[src/rtl/kf8259_init_sequencer_if.sv]
// CPU-side register-write bus of the 8259 init sequencer and its decoded configuration outputs.
// The master drives the strobes, data and read level; the slave returns the latched configuration.
interface kf8259_init_sequencer_if;
  logic [7:0] internal_data_bus;
  logic       write_initial_command_word_1;
  logic       write_initial_command_word_2_4;
  logic       write_operation_control_word_1;
  logic       write_operation_control_word_2;
  logic       write_operation_control_word_3;
  logic       read;

  logic       level_or_edge_triggered;
  logic       single_or_cascade;
  logic [4:0] interrupt_vector_base;
  logic [7:0] cascade_device_config;
  logic       auto_eoi;
  logic       buffered_mode;
  logic       buffered_master_or_slave;
  logic       special_fully_nested;
  logic       u8086_or_mcs80;
  logic [7:0] interrupt_mask;
  logic       ocw2_strobe;
  logic [2:0] ocw2_command;
  logic [2:0] ocw2_level;
  logic       special_mask_mode;
  logic       read_isr_not_irr;
  logic       poll_command;
  logic       initialization_busy;

  modport master (
    output internal_data_bus, write_initial_command_word_1, write_initial_command_word_2_4,
           write_operation_control_word_1, write_operation_control_word_2,
           write_operation_control_word_3, read,
    input  level_or_edge_triggered, single_or_cascade, interrupt_vector_base,
           cascade_device_config, auto_eoi, buffered_mode, buffered_master_or_slave,
           special_fully_nested, u8086_or_mcs80, interrupt_mask, ocw2_strobe,
           ocw2_command, ocw2_level, special_mask_mode, read_isr_not_irr,
           poll_command, initialization_busy
  );

  modport slave (
    input  internal_data_bus, write_initial_command_word_1, write_initial_command_word_2_4,
           write_operation_control_word_1, write_operation_control_word_2,
           write_operation_control_word_3, read,
    output level_or_edge_triggered, single_or_cascade, interrupt_vector_base,
           cascade_device_config, auto_eoi, buffered_mode, buffered_master_or_slave,
           special_fully_nested, u8086_or_mcs80, interrupt_mask, ocw2_strobe,
           ocw2_command, ocw2_level, special_mask_mode, read_isr_not_irr,
           poll_command, initialization_busy
  );
endinterface

[src/rtl/kf8259_init_sequencer.sv]
// 8259 ICW1..ICW4 initialization sequencer plus OCW1/2/3 register decode.
// Every output is registered and updates one cycle after its strobe; strobes are never back-pressured.
module kf8259_init_sequencer (
  input logic                    clock,
  input logic                    reset,
  kf8259_init_sequencer_if.slave bus
);

  typedef enum logic [1:0] {
    READY     = 2'd0,
    WAIT_ICW2 = 2'd1,
    WAIT_ICW3 = 2'd2,
    WAIT_ICW4 = 2'd3
  } state_t;

  state_t     state;
  logic       ic4;
  logic       read_d;
  logic       read_fall;

  logic       ltim;
  logic       sngl;
  logic [4:0] vector_base;
  logic [7:0] cascade_cfg;
  logic       aeoi;
  logic       buf_mode;
  logic       buf_ms;
  logic       sfnm;
  logic       upm;
  logic [7:0] imr;
  logic       ocw2_pulse;
  logic [2:0] ocw2_cmd;
  logic [2:0] ocw2_lvl;
  logic       smm;
  logic       ris;
  logic       poll;
  logic       busy;

  logic [7:0] data;
  assign data      = bus.internal_data_bus;
  assign read_fall = read_d & ~bus.read;

  always_ff @(posedge clock) begin
    if (!reset) begin
      state       <= READY;
      busy        <= 1'b0;
      ic4         <= 1'b0;
      read_d      <= 1'b0;
      ltim        <= 1'b0;
      sngl        <= 1'b0;
      vector_base <= 5'd0;
      cascade_cfg <= 8'd0;
      aeoi        <= 1'b0;
      buf_mode    <= 1'b0;
      buf_ms      <= 1'b0;
      sfnm        <= 1'b0;
      upm         <= 1'b0;
      imr         <= 8'd0;
      ocw2_pulse  <= 1'b0;
      ocw2_cmd    <= 3'd0;
      ocw2_lvl    <= 3'd0;
      smm         <= 1'b0;
      ris         <= 1'b0;
      poll        <= 1'b0;
    end else begin
      ocw2_pulse <= 1'b0;
      read_d     <= bus.read;
      // A poll set later in this block overrides this clear when both land together.
      if (read_fall) begin
        poll <= 1'b0;
      end

      if (bus.write_initial_command_word_1) begin
        state <= WAIT_ICW2;
        busy  <= 1'b1;
        ltim  <= data[3];
        sngl  <= data[1];
        ic4   <= data[0];
        imr   <= 8'd0;
        smm   <= 1'b0;
        ris   <= 1'b0;
        poll  <= 1'b0;
        if (!data[0]) begin
          aeoi     <= 1'b0;
          buf_mode <= 1'b0;
          buf_ms   <= 1'b0;
          sfnm     <= 1'b0;
          upm      <= 1'b0;
        end
      end else begin
        case (state)
          READY: begin
            if (bus.write_operation_control_word_1) begin
              imr <= data;
            end
            if (bus.write_operation_control_word_2) begin
              ocw2_pulse <= 1'b1;
              ocw2_cmd   <= data[7:5];
              ocw2_lvl   <= data[2:0];
            end
            if (bus.write_operation_control_word_3) begin
              if (data[6]) begin
                smm <= data[5];
              end
              if (data[1]) begin
                ris <= data[0];
              end
              if (data[2]) begin
                poll <= 1'b1;
              end
            end
          end
          WAIT_ICW2: begin
            if (bus.write_initial_command_word_2_4) begin
              vector_base <= data[7:3];
              if (!sngl) begin
                state <= WAIT_ICW3;
              end else if (ic4) begin
                state <= WAIT_ICW4;
              end else begin
                state <= READY;
                busy  <= 1'b0;
              end
            end
          end
          WAIT_ICW3: begin
            if (bus.write_initial_command_word_2_4) begin
              cascade_cfg <= data;
              if (ic4) begin
                state <= WAIT_ICW4;
              end else begin
                state <= READY;
                busy  <= 1'b0;
              end
            end
          end
          WAIT_ICW4: begin
            if (bus.write_initial_command_word_2_4) begin
              upm      <= data[0];
              aeoi     <= data[1];
              buf_ms   <= data[2];
              buf_mode <= data[3];
              sfnm     <= data[4];
              state    <= READY;
              busy     <= 1'b0;
            end
          end
          default: begin
            state <= READY;
            busy  <= 1'b0;
          end
        endcase
      end
    end
  end

  assign bus.level_or_edge_triggered  = ltim;
  assign bus.single_or_cascade        = sngl;
  assign bus.interrupt_vector_base    = vector_base;
  assign bus.cascade_device_config    = cascade_cfg;
  assign bus.auto_eoi                 = aeoi;
  assign bus.buffered_mode            = buf_mode;
  assign bus.buffered_master_or_slave = buf_ms;
  assign bus.special_fully_nested     = sfnm;
  assign bus.u8086_or_mcs80           = upm;
  assign bus.interrupt_mask           = imr;
  assign bus.ocw2_strobe              = ocw2_pulse;
  assign bus.ocw2_command             = ocw2_cmd;
  assign bus.ocw2_level               = ocw2_lvl;
  assign bus.special_mask_mode        = smm;
  assign bus.read_isr_not_irr         = ris;
  assign bus.poll_command             = poll;
  assign bus.initialization_busy      = busy;

endmodule

[src/flat_wrapper.sv]
// flat-port wrapper written by rule: the top's interface ports become plain ports
module kf8259_init_sequencer_flat 
  (clock, reset, bus_internal_data_bus, bus_write_initial_command_word_1, bus_write_initial_command_word_2_4, bus_write_operation_control_word_1, bus_write_operation_control_word_2, bus_write_operation_control_word_3, bus_read, bus_level_or_edge_triggered, bus_single_or_cascade, bus_interrupt_vector_base, bus_cascade_device_config, bus_auto_eoi, bus_buffered_mode, bus_buffered_master_or_slave, bus_special_fully_nested, bus_u8086_or_mcs80, bus_interrupt_mask, bus_ocw2_strobe, bus_ocw2_command, bus_ocw2_level, bus_special_mask_mode, bus_read_isr_not_irr, bus_poll_command, bus_initialization_busy);
  kf8259_init_sequencer_if bus_i ();
  input logic clock;
  input logic reset;
  input wire logic [$bits(bus_i.internal_data_bus)-1:0] bus_internal_data_bus;
  input wire logic [$bits(bus_i.write_initial_command_word_1)-1:0] bus_write_initial_command_word_1;
  input wire logic [$bits(bus_i.write_initial_command_word_2_4)-1:0] bus_write_initial_command_word_2_4;
  input wire logic [$bits(bus_i.write_operation_control_word_1)-1:0] bus_write_operation_control_word_1;
  input wire logic [$bits(bus_i.write_operation_control_word_2)-1:0] bus_write_operation_control_word_2;
  input wire logic [$bits(bus_i.write_operation_control_word_3)-1:0] bus_write_operation_control_word_3;
  input wire logic [$bits(bus_i.read)-1:0] bus_read;
  output wire logic [$bits(bus_i.level_or_edge_triggered)-1:0] bus_level_or_edge_triggered;
  output wire logic [$bits(bus_i.single_or_cascade)-1:0] bus_single_or_cascade;
  output wire logic [$bits(bus_i.interrupt_vector_base)-1:0] bus_interrupt_vector_base;
  output wire logic [$bits(bus_i.cascade_device_config)-1:0] bus_cascade_device_config;
  output wire logic [$bits(bus_i.auto_eoi)-1:0] bus_auto_eoi;
  output wire logic [$bits(bus_i.buffered_mode)-1:0] bus_buffered_mode;
  output wire logic [$bits(bus_i.buffered_master_or_slave)-1:0] bus_buffered_master_or_slave;
  output wire logic [$bits(bus_i.special_fully_nested)-1:0] bus_special_fully_nested;
  output wire logic [$bits(bus_i.u8086_or_mcs80)-1:0] bus_u8086_or_mcs80;
  output wire logic [$bits(bus_i.interrupt_mask)-1:0] bus_interrupt_mask;
  output wire logic [$bits(bus_i.ocw2_strobe)-1:0] bus_ocw2_strobe;
  output wire logic [$bits(bus_i.ocw2_command)-1:0] bus_ocw2_command;
  output wire logic [$bits(bus_i.ocw2_level)-1:0] bus_ocw2_level;
  output wire logic [$bits(bus_i.special_mask_mode)-1:0] bus_special_mask_mode;
  output wire logic [$bits(bus_i.read_isr_not_irr)-1:0] bus_read_isr_not_irr;
  output wire logic [$bits(bus_i.poll_command)-1:0] bus_poll_command;
  output wire logic [$bits(bus_i.initialization_busy)-1:0] bus_initialization_busy;
  assign bus_i.internal_data_bus = bus_internal_data_bus;
  assign bus_i.write_initial_command_word_1 = bus_write_initial_command_word_1;
  assign bus_i.write_initial_command_word_2_4 = bus_write_initial_command_word_2_4;
  assign bus_i.write_operation_control_word_1 = bus_write_operation_control_word_1;
  assign bus_i.write_operation_control_word_2 = bus_write_operation_control_word_2;
  assign bus_i.write_operation_control_word_3 = bus_write_operation_control_word_3;
  assign bus_i.read = bus_read;
  assign bus_level_or_edge_triggered = bus_i.level_or_edge_triggered;
  assign bus_single_or_cascade = bus_i.single_or_cascade;
  assign bus_interrupt_vector_base = bus_i.interrupt_vector_base;
  assign bus_cascade_device_config = bus_i.cascade_device_config;
  assign bus_auto_eoi = bus_i.auto_eoi;
  assign bus_buffered_mode = bus_i.buffered_mode;
  assign bus_buffered_master_or_slave = bus_i.buffered_master_or_slave;
  assign bus_special_fully_nested = bus_i.special_fully_nested;
  assign bus_u8086_or_mcs80 = bus_i.u8086_or_mcs80;
  assign bus_interrupt_mask = bus_i.interrupt_mask;
  assign bus_ocw2_strobe = bus_i.ocw2_strobe;
  assign bus_ocw2_command = bus_i.ocw2_command;
  assign bus_ocw2_level = bus_i.ocw2_level;
  assign bus_special_mask_mode = bus_i.special_mask_mode;
  assign bus_read_isr_not_irr = bus_i.read_isr_not_irr;
  assign bus_poll_command = bus_i.poll_command;
  assign bus_initialization_busy = bus_i.initialization_busy;
  kf8259_init_sequencer u_core (.clock(clock), .reset(reset), .bus(bus_i));
endmodule
[config.mk]
export PLATFORM = sky130hd
export DESIGN_NAME = kf8259_init_sequencer_flat
export DESIGN_NICKNAME = d
export VERILOG_FILES = /design/src/rtl/kf8259_init_sequencer_if.sv /design/src/rtl/kf8259_init_sequencer.sv /design/src/flat_wrapper.sv
export SDC_FILE = /design/constraint.sdc
export NUM_CORES = 1
export LEC_CHECK = 0
export CORE_ASPECT_RATIO = 0.8
export CORE_UTILIZATION = 36
export CTS_CLUSTER_DIAMETER = 60
export DETAILED_ROUTE_END_ITERATION = 6
export PLACE_DENSITY = 0.61
export SYNTH_ARGS = -nofsm -noshare
export SYNTH_HDL_FRONTEND = slang
export SYNTH_SLANG_ARGS = --single-unit
export TNS_END_PERCENT = 100
[constraint.sdc]
create_clock -name clock -period 3.9 [get_ports clock]
set_clock_uncertainty 0.1 [all_clocks]
set_input_delay 0.585 -clock clock [delete_from_list [all_inputs] [get_ports clock]]
set_output_delay 0.585 -clock clock [all_outputs]
set_load 0.05 [all_outputs]
==> metrics.md, run 1 <==
| Metric | Value |
|---|---|
| PD cells | 374 nW/um^2 |
| First-pass GRT wire length | 6860 microns |
| TritonCTS buffer count | 5 |
| Clk slew on worst S/H paths | 0.08 ns |
| FP Rows | 22 |
| Final hold viol count | 0 |
| Drt first pass iters | 4 |
| Final setup TNS | 0 ns |
| Peak supply drop | 214 uV |
| Hold path start | u_core.bus.interrupt_mask[6]$_SDFFE_PP0P_ |
| Synth Register Bits | 43 |
| Mean post-synth cell area | 9.40 sq um |
| Total wire length | 4270 microns |
| WL/cell | 14.3 microns |
| Outcome | finished clean |
| Vias in the first global route | 1364 |
| Synthesized cell area | 1760 sq um |
| Maxcap violations | 0 |
| P_sw | 254 uW |
| Routability cong. | 0.747 |
| Sequential cell area | 861 sq um |
| Met2 WL | 1670 microns |
| Crit path launch type | primary input |
| Flop pwr share | 51.8% |
| XOR/XNOR Fraction of Synth Area | 0% |
| Leakage dissipation | 0.00100 uW |
| Largest net degree at the start of global routing | 29 |
| # setup viols final | 0 |
| Combinational Power Share | 17.1% |
| Clock Latency Late Sink | 0.29 ns |
| Worst EP required | 3.98 ns |
| Leading cell type in the layout, fill and taps excluded | clkdlybuf4s50_1 |
| Fmax | 0.449 GHz |
| WP buf/inv | 1 |
| Sequential area share after synthesis | 49.0% |
| RR Startpoint | u_core.state[1]$_SDFFE_PP0P_ |
| # clock sinks | 43 |
| CTS max path bufs | 2 |
| Largest family of logic cells by synthesized area | simple AND/OR/NAND/NOR gates |
| CTS tree | yes |
| Cell Count, Final, Fillers Out | 298 |
| Synth Area in Adders | 2.85% |
| Placeable Area | 4650 sq um |
| Via density per instance | 5.00 |
| Critical path class | primary input to flop |
| Largest stage delay, worst path | 0.81 ns |
| Hold-fix buffers, CTS | 0 |
| Wl on met1 | 2290 microns |
| Slew HR | 63.9% |
| Final min period | 2.23 ns |
| Synth top area share | 49.0% |
| Mux share of post-synthesis cell area | 14.3% |
| Uppermost layer routed | met4 |
| Final nets | 257 |
| Post-CTS setup buffers | 0 |
| Post_cts resized | 0 |
| Synth area leader | dfxtp_1 |
| Critical path arrival | 2.31 ns |
| DRC errors left | 0 |
| Pint | 635 uW |
| Compound-Gate Fraction of Synth Area | 8.19% |
| Total number of vias | 1491 |
| CP top delay family | buffers and inverters |
| H-tree level count | 2 |
| Area contributors post-synth | dfxtp_1 (49%), mux2i_1 (14%), nor2_1 (5.8%) |
| Synth Area in Simple Gates | 20.0% |
| RSZ-0062 raised after global routing | no |
| Root Driver | clkbuf_8 |
| Gr usage total | 17.3% |
| Most frequent cells in the layout | clkdlybuf4s50_1 (54), dfxtp_1 (43), nor2_1 (27), mux2i_1 (24), nand3_1 (20) |
| Ant diodes | 0 |
| Area Growth Syn to Fin | 35.4% |
| Placed Instances | 290 |
| Max Slew Vio Count | 0 |
| Critical path endpoint category | flop |
| Switching Fraction | 28.6% |
| Warnings from Yosys | 0 |
| Count of buffers from port buffering | 54 |
| Slew of the pin with the lowest slew margin | 0.539 ns |
| Die ar. | 5170 sq um |
| Critical path startpoint | bus_write_initial_command_word_1 |
| Initial core utilization | 37.8% |
| I/O pin cnt | 55 |
| Critical path, cell by cell | clkdlybuf4s50_1, nand2b_1, nor3_1, mux2_1 |
| PnR Total Power | 890 uW |
| Share of post-route cells with drive strength above 1 | 5.46% |
| CP max-delay cell | clkdlybuf4s50_1 |
| Clock power share | 31.0% |
| Initial antenna violation count | 0 |
| Layout fillers | 444 |
| Fin crit share | 57.2% |
| Chip height | 64.5 microns |
| Multi-input logic area | 797 sq um |
| DRT iter0 DRCs | 52 |
| Hold Path Class | flop to flop |
| Die width | 80.1 microns |
| WL met3 | 286 microns |
| Post-synthesis net count | 207 |
| Overflow after GRT | 0 |
| CP Max Fanout | 14 |
| Post-Synthesis Cells | 187 |
| Synth unique cells | 32 |
| HPWL after DPL | 2910 microns |
| Antenna-violating nets left | 0 |
[metal layers]
metal	GRT usage, %	vias to the layer above
met5	0	-
met4	4.02	0
met3	5.35	5
met2	23.4	49
met1	26.2	695
li1	-	742
[through the flow]
stage / utilization [%] / instance area [sq um] / hold slack (ns) / setup WS (ns)
finish: 51.2 / 2380 / 0.358 / 1.67
global route: 51.2 / 2380 / 0.371 / 1.58
CTS: 51.2 / 2380 / 0.360 / 1.67
detailed placement: 49.4 / 2300 / 0.348 / 1.35
global placement: 49.4 / 2300 / 0.354 / 1.41
floorplan: - / 1760 / 0.397 / 2.46
[worst reg2reg max path, cell delays in order, from the launching register on]
cell and delay, ns:
dfxtp_1 0.34, inv_1 0.10, ha_1 0.48, nand3b_2 0.37, mux2i_1 0.24, nor2_1 0.05
[power groups by stage]
stage / clock network, uW / logic (uW) / registers (uW)
after floorplan: 0 / 61.7 / 509
after global placement: 0 / 153 / 471
after detailed placement: 0 / 152 / 471
after CTS: 282 / 153 / 461
after global routing: 303 / 163 / 463
final: 276 / 153 / 461
[worst paths after layout]
| kind | end | slack, ns | depth (start not counted) |
|---|---|---|---|
| max | u_core.state[1]$_SDFFE_PP0P_ | 1.67 | 4 |
| min | u_core.bus.interrupt_mask[6]$_SDFFE_PP0P_ | 0.36 | 2 |
| min reg2reg | u_core.bus.interrupt_mask[6]$_SDFFE_PP0P_ | 0.36 | 2 |
| max reg2reg | u_core.bus.ocw2_level[2]$_SDFFE_PN0P_ | 2.09 | 5 |
[synthesized netlist by cell type]
cell type,instances
buf_4,3
buf_1,2
nand3b_2,2
buf_2,3
ha_1,4
and2_1,1
nor3_2,1
o211ai_1,1
and3b_2,1
mux2_1,1
nand3_1,20
nand2_1,11
o21ai_0,4
nor3_1,1
mux2i_1,24
nand3b_1,1
and3b_1,1
o21ba_2,1
inv_2,2
buf_6,1
o21bai_1,1
clkbuf_1,1
o22ai_1,1
nand2b_1,1
nand4_1,4
a21oi_1,11
inv_1,5
and2b_1,1
a31oi_1,6
clkbuf_8,1
dfxtp_1,43
nor2_1,27
[state kept, by name (all words and copies together) (netlist names)]
| name | flops |
|---|---|
| u_core.bus.auto_eoi | 1 |
| u_core.bus.buffered_master_or_slave | 1 |
| u_core.bus.ocw2_strobe | 1 |
| u_core.bus.initialization_busy | 1 |
| u_core.bus.read_isr_not_irr | 1 |
| u_core.bus.special_mask_mode | 1 |
| u_core.bus.ocw2_command | 3 |
| u_core.bus.special_fully_nested | 1 |
| u_core.bus.u8086_or_mcs80 | 1 |
| u_core.bus.poll_command | 1 |
| u_core.bus.level_or_edge_triggered | 1 |
| u_core.read_d | 1 |
| u_core.bus.single_or_cascade | 1 |
| u_core.bus.buffered_mode | 1 |
| u_core.ic4 | 1 |
| u_core.bus.cascade_device_config | 8 |
| u_core.state | 2 |
| u_core.bus.interrupt_mask | 8 |
| u_core.bus.interrupt_vector_base | 5 |
| u_core.bus.ocw2_level | 3 |
[kinds of logic (layout without fill, tap and decap cells)]
| family | count (synthesis) | in the layout |
|---|---|---|
| mux | 25 | 25 |
| compound gates | 25 | 25 |
| fa+ha+maj | 4 | 4 |
| simple gates | 72 | 72 |
| flops | 43 | 43 |
| buf+inv | 18 | 69 |
[layout make-up]
| class | count | area share (%) |
|---|---|---|
| inverters | 7 | 1.10 |
| multi-input cells | 126 | 33.5 |
| flip-flops and latches | 43 | 36.2 |
| clock buffers | 7 | 3.21 |
| clock inverters | 1 | 0.210 |
| well taps | 60 | 3.15 |
| repair buffers | 54 | 22.7 |
No activity file was read; power rests on OpenSTA's default activity.
==> run 2, diff against run 1 <==
--- a/config.mk
+++ b/config.mk
@@ -9,7 +9,7 @@
 export CORE_UTILIZATION = 36
 export CTS_CLUSTER_DIAMETER = 60
 export DETAILED_ROUTE_END_ITERATION = 6
-export PLACE_DENSITY = 0.61
+export PLACE_DENSITY = 0.64
 export SYNTH_ARGS = -nofsm -noshare
 export SYNTH_HDL_FRONTEND = slang
 export SYNTH_SLANG_ARGS = --single-unit
==> constraint.sdc (replaced) <==
create_clock -name clock -period 1.82 [get_ports clock]
set_clock_uncertainty 0.1 [all_clocks]
set_input_delay 0.273 -clock clock [delete_from_list [all_inputs] [get_ports clock]]
set_output_delay 0.273 -clock clock [all_outputs]
set_load 0.05 [all_outputs]
==> run 2 against run 1 <==
Core utilization up 0.35 points. Sequential share of layout area is 0.25 points lower. Via count up 0.80%. Total power rose by 130%. Non-clock buffer count up 9. Critical path depth up 1. Clock power grew to 2.6 times the previous value. Routed wire length decreased by 0.47%. Cell count increased by 2.7%. Global-route usage rose by 0.51 points. Largest power group unchanged.
==> metrics.md, run 2 (synthesis gave the netlist of run 1 again) <==
| Metric | Value |
|---|---|
| Die width | 80.1 microns |
| Count of buffers from port buffering | 54 |
| Fin crit share | 87.1% |
| Maxcap violations | 0 |
| # clock sinks | 43 |
| Slew of the pin with the lowest slew margin | 0.411 ns |
| Area Growth Syn to Fin | 36.4% |
| FP Rows | 22 |
| Critical path endpoint category | flop |
| First-pass GRT wire length | 6780 microns |
| Final hold viol count | 0 |
| Largest net degree at the start of global routing | 29 |
| Slew HR | 72.5% |
| CP top delay family | adder cells |
| Ant diodes | 0 |
| Share of post-route cells with drive strength above 1 | 24.8% |
| Outcome | finished clean |
| Post_cts resized | 0 |
| HPWL after DPL | 2970 microns |
| Placeable Area | 4650 sq um |
| Antenna-violating nets left | 0 |
| Via density per instance | 4.91 |
| Fmax | 0.631 GHz |
| Total wire length | 4250 microns |
| Routability cong. | 0.829 |
| Final nets | 266 |
| Overflow after GRT | 0 |
| Leakage dissipation | 0.00114 uW |
| I/O pin cnt | 55 |
| CP Max Fanout | 10 |
| Largest stage delay, worst path | 0.38 ns |
| Crit path launch type | flop |
| Clock Latency Late Sink | 0.29 ns |
| Critical path class | flop to flop |
| PnR Total Power | 2040 uW |
| Critical path arrival | 1.67 ns |
| Root Driver | clkbuf_8 |
| Gr usage total | 17.8% |
| Vias in the first global route | 1344 |
| Hold Path Class | flop to flop |
| Die ar. | 5170 sq um |
| Most frequent cells in the layout | buf_4 (46), dfxtp_1 (43), nor2_1 (27), mux2i_1 (24), nand3_1 (20) |
| PD cells | 850 nW/um^2 |
| # setup viols final | 0 |
| TritonCTS buffer count | 5 |
| Post-CTS setup buffers | 0 |
| CTS tree | yes |
| Total number of vias | 1503 |
| Critical path, cell by cell | inv_1, ha_1, nand3b_2, mux2i_1, nor2_1 |
| Initial antenna violation count | 0 |
| Peak supply drop | 447 uV |
| WL/cell | 13.9 microns |
| Initial core utilization | 37.8% |
| Final min period | 1.58 ns |
| Worst EP required | 1.91 ns |
| Layout fillers | 463 |
| DRT iter0 DRCs | 79 |
| WP buf/inv | 1 |
| H-tree level count | 2 |
| Clk slew on worst S/H paths | 0.08 ns |
| RSZ-0062 raised after global routing | no |
| Max Slew Vio Count | 0 |
| CTS max path bufs | 2 |
| CP max-delay cell | ha_1 |
| Leading cell type in the layout, fill and taps excluded | buf_4 |
| Hold-fix buffers, CTS | 0 |
| DRC errors left | 0 |
| Chip height | 64.5 microns |
| Final setup TNS | 0 ns |
| Drt first pass iters | 4 |
## run 2: cell types whose count changed in the layout (fill, tap and decap cells not counted), sizes merged
cell and change:
buf +48, clkinv -1, clkbuf -1, clkdlybuf4s50 -39, bufinv +1
## run 2: layer usage
metal,up-vias,global-route usage (%),part of all wire [%]
met2,50,24.5,42
met5,-,0,0
met4,0,7.37,1.2
met3,6,5.77,7.0
li1,759,-,-
met1,688,25.3,50
## run 2: per-stage QoR
| step | utilization [%] | instance area [sq um] | worst slack [ns] | instances | hold slack (ns) |
|---|---|---|---|---|---|
| after global placement | 49.3 | 2290 | 0.200 | 299 | 0.348 |
| after detailed placement | 49.3 | 2290 | 0.199 | 299 | 0.348 |
| after global routing | 51.5 | 2400 | 0.0643 | 306 | 0.377 |
| after floorplan | - | 1760 | 0.377 | 187 | 0.295 |
| final | 51.5 | 2400 | 0.236 | 306 | 0.355 |
| after CTS | 51.5 | 2400 | 0.209 | 306 | 0.359 |
## run 2: worst min-delay path: stages (launching register included)
cell and delay, ns:
dfxtp_1 0.31, nand2_1 0.05, a21oi_1 0.05
## run 2: area by class of cell
class / count / area [sq um] / area share [%]
timing repair buffer: 63 / 536 / 22.3
tap: 60 / 75.1 / 3.13
clock buffer: 6 / 72.6 / 3.03
clock inverter: 1 / 30.0 / 1.25
sequential: 43 / 861 / 35.9
multi-input combinational: 126 / 797 / 33.2
inverter: 7 / 26.3 / 1.10
## run 2: final timing paths
| check | endpoint | slack, ns | start | depth (start not counted) |
|---|---|---|---|---|
| worst max-delay path | u_core.bus.ocw2_level[0]$_SDFFE_PN0P_ | 0.24 | u_core.state[1]$_SDFFE_PP0P_ | 5 |
| worst min-delay path | u_core.bus.interrupt_mask[1]$_SDFFE_PP0P_ | 0.35 | u_core.bus.interrupt_mask[1]$_SDFFE_PP0P_ | 2 |
| worst max register to register | u_core.bus.ocw2_level[0]$_SDFFE_PN0P_ | 0.24 | u_core.state[1]$_SDFFE_PP0P_ | 5 |
| worst min register to register | u_core.bus.interrupt_mask[1]$_SDFFE_PP0P_ | 0.35 | u_core.bus.interrupt_mask[1]$_SDFFE_PP0P_ | 2 |
## run 2: power by group
part | leakage [uW] | switching [uW] | internal, uW
sequential | 0.000350 | 17.7 | 970
combinational | 0.000741 | 207 | 130
clock | 0.0000513 | 312 | 402
total | 0.00114 | 537 | 1500
